File: src/rtl/led_scan_ctrl_pkg.sv
// Shared definitions for the LED scan sequencer: mode codes, FSM states,
// bounce direction, scan end positions and the one-step advance rule.
package led_scan_ctrl_pkg;

    typedef enum logic [1:0] {
        MODE_STOP   = 2'b00,
        MODE_LEFT   = 2'b01,
        MODE_RIGHT  = 2'b10,
        MODE_BOUNCE = 2'b11
    } mode_e;

    typedef enum logic [1:0] {
        ST_IDLE  = 2'd0,
        ST_RUN   = 2'd1,
        ST_PAUSE = 2'd2
    } state_e;

    typedef enum logic {
        DIR_UP   = 1'b0,
        DIR_DOWN = 1'b1
    } dir_e;

    localparam logic [2:0] SEL_FIRST = 3'd0;
    localparam logic [2:0] SEL_LAST  = 3'd7;

    // Scan position: select value plus the bounce direction that goes with it.
    typedef struct packed {
        dir_e       dir;
        logic [2:0] sel;
    } pos_t;

    // Where a fresh run starts: RIGHT scans down from the top, others from 0.
    function automatic logic [2:0] start_sel(input mode_e m);
        return (m == MODE_RIGHT) ? SEL_LAST : SEL_FIRST;
    endfunction

    // One advance of the scan. LEFT/RIGHT wrap and leave dir alone; BOUNCE
    // turns around at the ends without repeating the end position.
    function automatic pos_t advance(input mode_e m, input pos_t p);
        pos_t n;
        n = p;
        case (m)
            MODE_LEFT:  n.sel = p.sel + 3'd1;
            MODE_RIGHT: n.sel = p.sel - 3'd1;
            MODE_BOUNCE: begin
                if (p.dir == DIR_UP) begin
                    if (p.sel == SEL_LAST) begin
                        n.sel = SEL_LAST - 3'd1;
                        n.dir = DIR_DOWN;
                    end else begin
                        n.sel = p.sel + 3'd1;
                    end
                end else begin
                    if (p.sel == SEL_FIRST) begin
                        n.sel = SEL_FIRST + 3'd1;
                        n.dir = DIR_UP;
                    end else begin
                        n.sel = p.sel - 3'd1;
                    end
                end
            end
            default: n = p;
        endcase
        return n;
    endfunction

endpackage

File: src/rtl/led_scan_ctrl_debounce.sv
// Button conditioner: 2-FF synchroniser, stability-counter debounce and a
// one-cycle pulse on each accepted 0->1 change of the debounced level.
module btn_debounce #(
    parameter logic [19:0] DB_CYCLES = 20'd1_000_000
) (
    input  logic clk,
    input  logic rst_n,
    input  logic btn_raw,
    output logic level,
    output logic rise_p
);

    logic [1:0]  sync;
    logic [19:0] cnt;

    // Bring the raw button into the clk domain.
    always_ff @(posedge clk or negedge rst_n) begin
        if (!rst_n) sync <= 2'b00;
        else        sync <= {sync[0], btn_raw};
    end

    // Accept a new level only after it has differed from the current one for
    // DB_CYCLES consecutive cycles; any return to the old level restarts.
    always_ff @(posedge clk or negedge rst_n) begin
        if (!rst_n) begin
            cnt    <= '0;
            level  <= 1'b0;
            rise_p <= 1'b0;
        end else begin
            rise_p <= 1'b0;
            if (sync[1] == level) begin
                cnt <= '0;
            end else if (cnt == DB_CYCLES - 20'd1) begin
                cnt    <= '0;
                level  <= sync[1];
                rise_p <= sync[1];
            end else begin
                cnt <= cnt + 20'd1;
            end
        end
    end

endmodule

File: src/rtl/led_scan_ctrl.sv
// LED scan sequencer: drives the 3-bit select of an active-low 3-to-8 decoder
// so a single lit LED runs across 8 LEDs, under mode switch and two buttons.
module led_scan_ctrl
    import led_scan_ctrl_pkg::*;
#(
    parameter logic [23:0] DIV_MAX   = 24'd12_500_000,
    parameter logic [19:0] DB_CYCLES = 20'd1_000_000
) (
    input  logic       clk,
    input  logic       rst_n,
    input  logic [1:0] sw_mode,
    input  logic       btn_run,
    input  logic       btn_step,
    output logic [2:0] sel,
    output logic       led_en,
    output logic       running,
    output logic       tick
);

    localparam int NUM_BTN = 2;

    // Bit 0 is run/pause, bit 1 is single-step. The debounced levels are not
    // needed here, only their rising-edge pulses.
    logic [NUM_BTN-1:0] btn_raw, btn_lvl_unused, btn_rise;
    logic               run_p, step_p;

    assign btn_raw = {btn_step, btn_run};
    assign run_p   = btn_rise[0];
    assign step_p  = btn_rise[1];

    for (genvar i = 0; i < NUM_BTN; i++) begin : g_db
        btn_debounce #(.DB_CYCLES(DB_CYCLES)) u_db (
            .clk    (clk),
            .rst_n  (rst_n),
            .btn_raw(btn_raw[i]),
            .level  (btn_lvl_unused[i]),
            .rise_p (btn_rise[i])
        );
    end

    logic [1:0] mode_meta;
    mode_e      mode_s;

    // Mode switch synchroniser; resets to STOP so the FSM starts parked.
    always_ff @(posedge clk or negedge rst_n) begin
        if (!rst_n) begin
            mode_meta <= 2'b00;
            mode_s    <= MODE_STOP;
        end else begin
            mode_meta <= sw_mode;
            mode_s    <= mode_e'(mode_meta);
        end
    end

    state_e      state;
    pos_t        pos;
    logic [23:0] presc;
    logic        adv;

    // Step-rate strobe, only meaningful while running.
    assign adv = (state == ST_RUN) && (presc == DIV_MAX - 24'd1);
    assign sel = pos.sel;

    // Sequencer FSM with prescaler and registered outputs. STOP overrides
    // everything; run_p beats a same-cycle advance or step.
    always_ff @(posedge clk or negedge rst_n) begin
        if (!rst_n) begin
            state   <= ST_IDLE;
            pos     <= '{dir: DIR_UP, sel: SEL_FIRST};
            presc   <= '0;
            led_en  <= 1'b0;
            running <= 1'b0;
            tick    <= 1'b0;
        end else begin
            tick <= 1'b0;
            if (mode_s == MODE_STOP) begin
                state   <= ST_IDLE;
                pos.sel <= SEL_FIRST;
                presc   <= '0;
                led_en  <= 1'b0;
                running <= 1'b0;
            end else begin
                case (state)
                    ST_IDLE: begin
                        if (run_p) begin
                            state   <= ST_RUN;
                            pos     <= '{dir: DIR_UP, sel: start_sel(mode_s)};
                            presc   <= '0;
                            led_en  <= 1'b1;
                            running <= 1'b1;
                        end
                    end
                    ST_RUN: begin
                        if (run_p) begin
                            state   <= ST_PAUSE;
                            running <= 1'b0;
                        end else begin
                            presc <= adv ? 24'd0 : presc + 24'd1;
                            if (adv) begin
                                pos  <= advance(mode_s, pos);
                                tick <= 1'b1;
                            end
                        end
                    end
                    ST_PAUSE: begin
                        if (run_p) begin
                            state   <= ST_RUN;
                            presc   <= '0;
                            running <= 1'b1;
                        end else if (step_p) begin
                            pos  <= advance(mode_s, pos);
                            tick <= 1'b1;
                        end
                    end
                    default: begin
                        state   <= ST_IDLE;
                        pos.sel <= SEL_FIRST;
                        led_en  <= 1'b0;
                        running <= 1'b0;
                    end
                endcase
            end
        end
    end

endmodule

File: config.mk
export PLATFORM = sky130hd
export DESIGN_NAME = led_scan_ctrl
export DESIGN_NICKNAME = d
export VERILOG_FILES = /design/src/rtl/led_scan_ctrl_pkg.sv /design/src/rtl/led_scan_ctrl_debounce.sv /design/src/rtl/led_scan_ctrl.sv
export SDC_FILE = /design/constraint.sdc
export NUM_CORES = 1
export LEC_CHECK = 0
export ABC_AREA = 1
export BUFFER_PORTS_ARGS = -buffer_cell sky130_fd_sc_hd__buf_2
export CORE_MARGIN = 4
export CORE_UTILIZATION = 45
export CTS_BUF_LIST = sky130_fd_sc_hd__clkbuf_8
export DETAILED_ROUTE_END_ITERATION = 6
export MAX_ROUTING_LAYER = met4
export PLACE_DENSITY = 0.75
export SYNTH_ARGS = -nofsm -noshare
export SYNTH_HDL_FRONTEND = slang
export SYNTH_SLANG_ARGS = --single-unit
File: constraint.sdc
create_clock -name clk -period 1.7 [get_ports clk]
set_input_delay 0.255 -clock clk [delete_from_list [all_inputs] [get_ports clk]]
set_output_delay 0.255 -clock clk [all_outputs]
set_load 0.1 [all_outputs]
==> run_summary.xml, run 1 <==
<?xml version="1.0" encoding="UTF-8"?>
<metrics>
  <group name="layout">
    <metric name="insertedDiodeCount" unit="">0</metric>
    <metric name="ratio_of_cells_with_drive_above_1_in_the_final_layout" unit="">0.197</metric>
    <metric name="seq_area" unit="sq um">2130</metric>
    <metric name="combined_area_of_the_multi_input_logic_cells" unit="sq um">2450</metric>
    <metric name="fillerInstances" unit="">936</metric>
    <metric name="finish.net_count" unit="">710</metric>
    <metric name="area.growth.synth_to_final" unit="%">19.2</metric>
    <metric name="instances_no_fill" unit="">831</metric>
  </group>
  <group name="logic_synthesis">
    <metric name="yosysWarningCount" unit="">0</metric>
    <metric name="yosys_register_bits" unit="">85</metric>
    <metric name="syn-instance-count" unit="">624</metric>
    <metric name="seq_area_frac_synth" unit="">0.444</metric>
    <metric name="synth.distinct_cells" unit="">38</metric>
    <metric name="post_synth.cell_area_avg" unit="sq um">7.68</metric>
    <metric name="postSynthNetCount" unit="">644</metric>
    <metric name="netlist_area" unit="sq um">4790</metric>
  </group>
  <group name="detailed_routing">
    <metric name="first_iter_violations" unit="">294</metric>
    <metric name="drcViolationCount" unit="">0</metric>
    <metric name="drt-pass1-iter-count" unit="">5</metric>
    <metric name="viasPerCell" unit="">5.09</metric>
    <metric name="detailroute.via_count" unit="">4233</metric>
    <metric name="wire_per_inst" unit="microns">12.4</metric>
    <metric name="wirelength" unit="microns">10300</metric>
    <metric name="drtAntennaViolNets" unit="">0</metric>
  </group>
  <group name="pwr">
    <metric name="power_density_of_the_placed_cells" unit="nW/um^2">625</metric>
    <metric name="vdd_ir_drop_max" unit="V">0.000371</metric>
    <metric name="power" unit="mW">3.57</metric>
    <metric name="power.leakage" unit="nW">2.54</metric>
  </group>
  <group name="clocking">
    <metric name="cts_max_path_bufs" unit="">2</metric>
    <metric name="clk_pin_slew_worst_paths" unit="ps">90</metric>
    <metric name="tritoncts" unit="">built</metric>
    <metric name="numCtsBuffers" unit="">9</metric>
    <metric name="clock-sinks" unit="">85</metric>
    <metric name="htreeDepth" unit="">3</metric>
    <metric name="clock_insertion_delay_worst_skew" unit="ps">370</metric>
    <metric name="root_buffer" unit="">sky130_fd_sc_hd__clkbuf_8</metric>
  </group>
  <group name="global_routing">
    <metric name="vias_in_the_first_global_route" unit="">3828</metric>
    <metric name="antenna_found_initial" unit="">0</metric>
    <metric name="global_route_wire_length_before_repair" unit="microns">17200</metric>
    <metric name="grt_start_max_net_pins" unit="">35</metric>
    <metric name="gr-usage-all-layers" unit="">0.169</metric>
    <metric name="gr-total-overflow" unit="">0</metric>
  </group>
  <group name="timing">
    <metric name="max_freq" unit="GHz">0.610</metric>
    <metric name="fin_crit" unit="ps">1640</metric>
    <metric name="worst_clock_skew" unit="ps">13.0</metric>
    <metric name="final_max_slew_viol_count" unit="">0</metric>
    <metric name="post-route-period-util" unit="">0.964</metric>
    <metric name="finalHoldViolCount" unit="">0</metric>
    <metric name="worst-slew-pin-transition" unit="ps">485</metric>
    <metric name="grt_setup_unrepaired" unit="">yes</metric>
    <metric name="max_slew_margin" unit="">0.679</metric>
    <metric name="report.final.setup_viol" unit="">0</metric>
  </group>
  <group name="die">
    <metric name="die_area" unit="sq um">12400</metric>
    <metric name="die_height" unit="microns">111</metric>
    <metric name="io_pins" unit="">12</metric>
    <metric name="core-area" unit="sq um">10400</metric>
    <metric name="die_width" unit="microns">111</metric>
    <metric name="rows" unit="">37</metric>
    <metric name="floorplan.initialDensity" unit="">0.462</metric>
  </group>
  <group name="placement">
    <metric name="port_buffers" unit="">11</metric>
    <metric name="sum_of_net_half_perimeters_after_detailed_placement" unit="microns">7530</metric>
    <metric name="placed_cells" unit="">803</metric>
    <metric name="finalWeightedCongestion" unit="">0.950</metric>
  </group>
  <group name="critical_path">
    <metric name="timing.critical_path.cells" unit="">ha_4 -&gt; nand2_2 -&gt; inv_2 -&gt; o21ai_4 -&gt; nand2_8 -&gt; or2_4 -&gt; xor2_1 -&gt; nor2_1</metric>
    <metric name="crit_type" unit="">reg2reg</metric>
    <metric name="nature_of_the_critical_path_endpoint" unit="">register</metric>
    <metric name="worstPathMaxFanout" unit="">5</metric>
    <metric name="timing.critical_path.required" unit="ps">1990</metric>
    <metric name="slowest_delay" unit="ps">470</metric>
    <metric name="critical_path_arrival" unit="ps">1930</metric>
    <metric name="start_kind" unit="">register</metric>
    <metric name="worst_path_max_delay_cell" unit="">sky130_fd_sc_hd__dfrtp_2</metric>
  </group>
  <group name="flow_run">
    <metric name="cap_viol_max_count" unit="">0</metric>
  </group>
  <group name="hold_path">
    <metric name="worstHoldPathType" unit="">in2async</metric>
  </group>
  <group name="run_status">
    <metric name="status" unit="">finished clean</metric>
  </group>
</metrics>
synthesized netlist by cell type (all sizes together):
cell | count | area share
o221a | 1 | 0.0024
a21oi | 16 | 0.017
nand3 | 50 | 0.055
o21ai | 30 | 0.034
o211ai | 1 | 0.0016
nor3b | 2 | 0.0031
nand4 | 19 | 0.026
nand2 | 131 | 0.11
a41oi | 1 | 0.0018
buf | 6 | 0.010
inv | 81 | 0.064
xor2 | 20 | 0.037
o21bai | 3 | 0.0047
o22ai | 2 | 0.0026
a211oi | 1 | 0.0016
nor3 | 26 | 0.028
a31oi | 4 | 0.0052
ha | 14 | 0.037
nor2 | 123 | 0.10
dfrtp | 85 | 0.44
or2 | 2 | 0.0031
xnor2 | 5 | 0.0091
nand3b | 1 | 0.0016
critical path, delay by kind of cell, from the launching register on:
kind            cells  cell delay [ps]
compound gates      1              210
xor+xnor            1              140
buf+inv             1               50
simple gates        4              520
fa+ha+maj           1              180
flops               1              470
report_power, final:
group	total [mW]	internal (mW)	switching, mW
clock network	1.32	0.537	0.782
logic	0.193	0.0732	0.119
registers	2.06	2.04	0.0180
total	3.57	2.65	0.919
final timing paths:
check	start	to	slack [ps]	depth (start not counted)
min in group clk	mode_meta[1]$_DFF_PN0_	mode_s[1]$_DFF_PN0_	350	0
max	state[0]$_DFFE_PN0P_	presc[3]$_DFFE_PN0P_	60	8
min reg2reg	mode_meta[1]$_DFF_PN0_	mode_s[1]$_DFF_PN0_	350	0
max reg2reg	state[0]$_DFFE_PN0P_	presc[3]$_DFFE_PN0P_	60	8
min	rst_n	g_db[0].u_db.cnt[4]$_DFF_PN0_	320	2
max in group asynchronous	rst_n	sel[0]$_DFFE_PN0P_	910	3
sequential cells by signal, indices dropped and copies added, names as in the netlist:
register and cells:
g_db.u_db.cnt 40, presc 24, g_db.u_db.sync 4, sel 3
g_db.u_db.level 2, g_db.u_db.rise_p 2, mode_meta 2, mode_s 2
state 2, led_en 1, pos 1, running 1
tick 1
cell usage in the layout, fill, tap and decap left out, types with 18 or more instances in the layout:
| cell type | n |
|---|---|
| sky130_fd_sc_hd__nor3_1 | 25 |
| sky130_fd_sc_hd__nand2_1 | 122 |
| sky130_fd_sc_hd__dfrtp_1 | 83 |
| sky130_fd_sc_hd__o21ai_0 | 22 |
| sky130_fd_sc_hd__nor2_1 | 98 |
| sky130_fd_sc_hd__inv_1 | 71 |
| sky130_fd_sc_hd__xor2_1 | 20 |
| sky130_fd_sc_hd__nor2_2 | 22 |
| sky130_fd_sc_hd__nand3_1 | 47 |
| sky130_fd_sc_hd__buf_4 | 40 |
| sky130_fd_sc_hd__nand4_1 | 18 |
layer usage:
layer | vias up | GRT usage | routed length, microns
met5 | - | - | 0
met4 | 0 | 0.0365 | 103
met3 | 15 | 0.0382 | 420
met2 | 77 | 0.275 | 4980
met1 | 1998 | 0.217 | 4780
li1 | 2143 | - | -
cell families after synthesis:
family | Yosys count | synth area share
AND/OR/NAND/NOR | 354 | 0.328
buffers and inverters | 87 | 0.0744
flip-flops | 85 | 0.444
AO/OA/AOI/OAI | 59 | 0.0710
XOR/XNOR | 25 | 0.0457
adder cells (fa/ha/maj) | 14 | 0.0366
area by class of cell:
type	instances	share of cell area
clock buffers	9	0.0217
clock inverters	7	0.00832
inverters	81	0.0545
multi-input cells	453	0.428
flip-flops and latches	85	0.373
well taps	136	0.0298
repair buffers	60	0.0846
timing repair:
item	in CTS	in global routing
hold buffers	5	0
setup endpoints to repair	15	43
cloned	0	1
endpoints found under the hold margin	23	0
resized for setup	3	49
buffers inserted	1	5
pin swaps	3	16
through the flow:
| stage | utilization | area [sq um] | worst slack, ps | TNS, ps | hold slack [ps] |
|---|---|---|---|---|---|
| 4_1_cts | 0.532 | 5520 | 1.84 | 0 | 307 |
| 3_5_place_dp | 0.509 | 5280 | -32.9 | -155 | 173 |
| 2_1_floorplan | - | 4790 | 55.8 | 0 | -40.6 |
| 3_3_place_gp | 0.509 | 5280 | 43.7 | 0 | 169 |
| 6_report | 0.551 | 5710 | 61.8 | 0 | 319 |
| 5_1_grt | 0.551 | 5710 | -82.7 | -156 | 330 |
(Power assumes the default switching activity.)
==> run 2, diff against run 1 <==
--- a/config.mk
+++ b/config.mk
@@ -7,6 +7,7 @@
 export LEC_CHECK = 0
 export ABC_AREA = 1
 export BUFFER_PORTS_ARGS = -buffer_cell sky130_fd_sc_hd__buf_2
+export CAP_MARGIN = 20
 export CORE_MARGIN = 4
 export CORE_UTILIZATION = 45
 export CTS_BUF_LIST = sky130_fd_sc_hd__clkbuf_8
@@ -15,4 +16,5 @@
 export PLACE_DENSITY = 0.75
 export SYNTH_ARGS = -nofsm -noshare
 export SYNTH_HDL_FRONTEND = slang
+export SYNTH_HIERARCHICAL = 1
 export SYNTH_SLANG_ARGS = --single-unit
==> run_summary.xml, run 2 <==
<?xml version="1.0" encoding="UTF-8"?>
<metrics>
  <group name="critical_path">
    <metric name="crit_type" unit="">reg2reg</metric>
    <metric name="reg2reg_to" unit="">presc[12]$_DFFE_PN0P_</metric>
    <metric name="ff2ff_path_depth" unit="">11</metric>
    <metric name="nature_of_the_critical_path_endpoint" unit="">register</metric>
    <metric name="critical_path.reg2reg.startpoint" unit="">state[1]$_DFFE_PN0P_</metric>
    <metric name="timing.critical_path.required" unit="ps">1990</metric>
    <metric name="critical_path_arrival" unit="ps">1960</metric>
    <metric name="worstPathMaxFanout" unit="">5</metric>
    <metric name="ff2ff_setup_slack" unit="ps">30</metric>
    <metric name="start_kind" unit="">register</metric>
  </group>
  <group name="timing">
    <metric name="finalHoldViolCount" unit="">0</metric>
    <metric name="max_slew_margin" unit="">0.679</metric>
    <metric name="worst_clock_skew" unit="ps">10.8</metric>
    <metric name="worst-slew-pin-transition" unit="ps">484</metric>
    <metric name="grt_setup_unrepaired" unit="">yes</metric>
    <metric name="post-route-period-util" unit="">0.980</metric>
    <metric name="report.final.setup_viol" unit="">0</metric>
    <metric name="fin_crit" unit="ps">1670</metric>
    <metric name="fin_tns_setup" unit="ps">0</metric>
    <metric name="final_max_slew_viol_count" unit="">0</metric>
    <metric name="max_freq" unit="GHz">0.600</metric>
  </group>
  <group name="pwr">
    <metric name="switching_share_of_power" unit="">0.217</metric>
    <metric name="power_density_of_the_placed_cells" unit="nW/um^2">673</metric>
    <metric name="p_comb_frac" unit="">0.042</metric>
    <metric name="power.leakage" unit="nW">2.88</metric>
    <metric name="pwr-share-seq" unit="">0.501</metric>
    <metric name="vdd_ir_drop_max" unit="V">0.000547</metric>
    <metric name="clock_power_share" unit="">0.457</metric>
    <metric name="design_internal_power" unit="mW">3.21</metric>
    <metric name="netSwitchingPower" unit="mW">0.889</metric>
  </group>
  <group name="placement">
    <metric name="finalWeightedCongestion" unit="">0.898</metric>
    <metric name="placed_cells" unit="">852</metric>
    <metric name="sum_of_net_half_perimeters_after_detailed_placement" unit="microns">8190</metric>
    <metric name="dpl_cell_area" unit="sq um">5600</metric>
    <metric name="port_buffers" unit="">11</metric>
  </group>
  <group name="global_routing">
    <metric name="gr-usage-all-layers" unit="">0.183</metric>
    <metric name="global_route_wire_length_before_repair" unit="microns">19500</metric>
    <metric name="gr-total-overflow" unit="">0</metric>
    <metric name="antenna_found_initial" unit="">0</metric>
    <metric name="grt_start_max_net_pins" unit="">33</metric>
    <metric name="vias_in_the_first_global_route" unit="">4113</metric>
  </group>
  <group name="die">
    <metric name="rows" unit="">39</metric>
    <metric name="die_height" unit="microns">116</metric>
    <metric name="die_area" unit="sq um">13600</metric>
    <metric name="io_pins" unit="">12</metric>
    <metric name="floorplan.initialDensity" unit="">0.462</metric>
    <metric name="core-area" unit="sq um">11500</metric>
    <metric name="die_width" unit="microns">116</metric>
  </group>
  <group name="logic_synthesis">
    <metric name="synth.distinct_cells" unit="">36</metric>
    <metric name="yosys.cell_count.top_type" unit="">sky130_fd_sc_hd__nand2_1</metric>
    <metric name="netlist_area" unit="sq um">5300</metric>
    <metric name="yosys_register_bits" unit="">85</metric>
    <metric name="syn-instance-count" unit="">689</metric>
    <metric name="postSynth.asyncResetShare" unit="">1.00</metric>
    <metric name="post-synth-top-area-cell" unit="">sky130_fd_sc_hd__dfrtp_1</metric>
    <metric name="yosysTopAreaCellShare" unit="">0.402</metric>
    <metric name="postSynthNetCount" unit="">708</metric>
    <metric name="yosysWarningCount" unit="">6</metric>
    <metric name="most_used_flip_flop_cell_after_synthesis" unit="">sky130_fd_sc_hd__dfrtp_1</metric>
    <metric name="post_synth.cell_area_avg" unit="sq um">7.69</metric>
    <metric name="post_synth_main_area_contributors" unit="">sky130_fd_sc_hd__dfrtp_1, sky130_fd_sc_hd__nand2_1, sky130_fd_sc_hd__nor2_1</metric>
    <metric name="number_of_enable_flip_flop_cells_after_synthesis" unit="">0</metric>
    <metric name="seq_area_frac_synth" unit="">0.402</metric>
    <metric name="commonest_cells_in_the_netlist" unit="">sky130_fd_sc_hd__nand2_1, sky130_fd_sc_hd__nor2_1, sky130_fd_sc_hd__dfrtp_1</metric>
  </group>
  <group name="flow_run">
    <metric name="cap_viol_max_count" unit="">0</metric>
  </group>
  <group name="clocking">
    <metric name="cts_max_path_bufs" unit="">2</metric>
    <metric name="htreeDepth" unit="">3</metric>
    <metric name="clk_pin_slew_worst_paths" unit="ps">90</metric>
    <metric name="root_buffer" unit="">sky130_fd_sc_hd__clkbuf_8</metric>
    <metric name="numCtsBuffers" unit="">9</metric>
    <metric name="clock-sinks" unit="">85</metric>
    <metric name="tritoncts" unit="">built</metric>
    <metric name="clock_insertion_delay_worst_skew" unit="ps">360</metric>
  </group>
  <group name="layout">
    <metric name="area.growth.synth_to_final" unit="%">15.1</metric>
    <metric name="finish.net_count" unit="">748</metric>
    <metric name="top_regs" unit="">g_db.u_db/cnt: 40 flops, presc: 24 flops, g_db.u_db/sync: 4 flops</metric>
    <metric name="most_used_cells_in_the_layout_excluding_fill_and_tap_cells" unit="">sky130_fd_sc_hd__nand2_1, sky130_fd_sc_hd__nor2_1, sky130_fd_sc_hd__dfrtp_1, sky130_fd_sc_hd__inv_1, sky130_fd_sc_hd__nand3_1</metric>
    <metric name="largest_reg_flops" unit="">40</metric>
    <metric name="regMostFlops" unit="">g_db.u_db/cnt</metric>
    <metric name="ratio_of_cells_with_drive_above_1_in_the_final_layout" unit="">0.206</metric>
    <metric name="instances_no_fill" unit="">876</metric>
    <metric name="layout_commonest_cell" unit="">sky130_fd_sc_hd__nand2_1</metric>
    <metric name="finalInstanceArea" unit="sq um">6100</metric>
    <metric name="fillerInstances" unit="">1053</metric>
    <metric name="insertedDiodeCount" unit="">0</metric>
    <metric name="utilization" unit="">0.532</metric>
  </group>
  <group name="detailed_routing">
    <metric name="viasPerCell" unit="">5.00</metric>
    <metric name="drcViolationCount" unit="">0</metric>
    <metric name="wire_per_inst" unit="microns">12.8</metric>
    <metric name="detailroute.via_count" unit="">4383</metric>
    <metric name="first_iter_violations" unit="">275</metric>
    <metric name="drt-pass1-iter-count" unit="">5</metric>
    <metric name="wirelength" unit="microns">11200</metric>
    <metric name="drtAntennaViolNets" unit="">0</metric>
  </group>
  <group name="hold_path">
    <metric name="worstHoldPathType" unit="">reg2reg</metric>
    <metric name="timing.hold.worst_path_depth" unit="">0</metric>
    <metric name="hold_end" unit="">g_db[1].u_db/sync[1]$_DFF_PN0_</metric>
    <metric name="timing.hold.worst.start" unit="">g_db[1].u_db/sync[0]$_DFF_PN0_</metric>
  </group>
  <group name="run_status">
    <metric name="status" unit="">finished clean</metric>
  </group>
</metrics>
## run 2: changes by cell type in the layout (fill, tap and decap cells not counted), sizes merged, moves of 6 or more
| cell | before | now |
|---|---|---|
| xnor2 | 5 | 11 |
| o21ai | 30 | 21 |
| a21oi | 16 | 10 |
| nand3 | 50 | 59 |
| nor2 | 123 | 156 |
| buf | 55 | 30 |
| nor3 | 26 | 12 |
| nand2 | 132 | 175 |
## run 2: worst max path at each step
stage	start	end	slack [ps]	cells past startpoint
finish	state[1]$_DFFE_PN0P_	presc[12]$_DFFE_PN0P_	30	11
global route	state[1]$_DFFE_PN0P_	presc[12]$_DFFE_PN0P_	-100	11
CTS	presc[1]$_DFFE_PN0P_	presc[19]$_DFFE_PN0P_	10	10
detailed placement	state[1]$_DFFE_PN0P_	presc[12]$_DFFE_PN0P_	-70	11
global placement	state[0]$_DFFE_PN0P_	presc[5]$_DFFE_PN0P_	10	12
floorplan	state[0]$_DFFE_PN0P_	presc[2]$_DFFE_PN0P_	90	11
## run 2: final cells by class
class / count / area (sq um) / share of cell area
inverters: 89 / 344 / 0.0564
clock buffers: 9 / 124 / 0.0203
well taps: 143 / 179 / 0.0294
clock inverters: 6 / 136 / 0.0224
flip-flops and latches: 85 / 2130 / 0.350
multi-input cells: 509 / 2910 / 0.477
repair buffers: 35 / 270 / 0.0443
## run 2: stage by stage
stage | power [mW] | hold WS (ps) | setup slack (ps)
after floorplan | 2.18 | -40.6 | 92.4
after global placement | 2.26 | 221 | 14.4
after detailed placement | 2.26 | 221 | -67.2
after CTS | 4.15 | 356 | 9.77
after global routing | 4.26 | 364 | -95.2
final | 4.10 | 353 | 33.9
## run 2: power by group through the flow
| stage | clock, mW | combinational (mW) | sequential (mW) |
|---|---|---|---|
| 2_1_floorplan | 0 | 0.0882 | 2.09 |
| 3_3_place_gp | 0 | 0.163 | 2.10 |
| 3_5_place_dp | 0 | 0.165 | 2.10 |
| 4_1_cts | 1.92 | 0.175 | 2.05 |
| 5_1_grt | 2.00 | 0.199 | 2.06 |
| 6_report | 1.88 | 0.174 | 2.05 |
## run 2: logic make-up after synthesis
| group | after synthesis | synth area share |
|---|---|---|
| compound gates | 39 | 0.0416 |
| xor+xnor | 30 | 0.0524 |
| fa+ha+maj | 13 | 0.0307 |
| buf+inv | 95 | 0.0756 |
| flops | 85 | 0.402 |
| mux | 1 | 0.00189 |
| simple gates | 426 | 0.396 |
## run 2: routing by layer
metal | track usage | routed length, microns | vias to the layer above
li1 | - | - | 2248
met1 | 0.241 | 5250 | 2032
met2 | 0.292 | 5440 | 90
met3 | 0.0368 | 391 | 13
met4 | 0.0433 | 129 | 0
met5 | - | 0 | -
## run 2: worst max-delay path, cell delays in order, from the launching register on
cell and delay (ps):
sky130_fd_sc_hd__dfrtp_2 420, sky130_fd_sc_hd__inv_2 90, sky130_fd_sc_hd__ha_4 170, sky130_fd_sc_hd__nand2_2 80, sky130_fd_sc_hd__nand2_2 80, sky130_fd_sc_hd__nand2_4 90, sky130_fd_sc_hd__nand2_4 80, sky130_fd_sc_hd__buf_6 130
sky130_fd_sc_hd__nor2_4 140, sky130_fd_sc_hd__nand2_1 80, sky130_fd_sc_hd__xor2_1 140, sky130_fd_sc_hd__nor2_1 100
## run 2: what timing repair did
action / 4_1_cts / 5_1_grt
pin swaps: 1 / 13
hold endpoints to repair: 32 / 0
setup buffers: 0 / 4
setup endpoints to repair: 11 / 25
cloned: 0 / 0
hold buffers: 5 / 0
gates resized for setup: 6 / 36
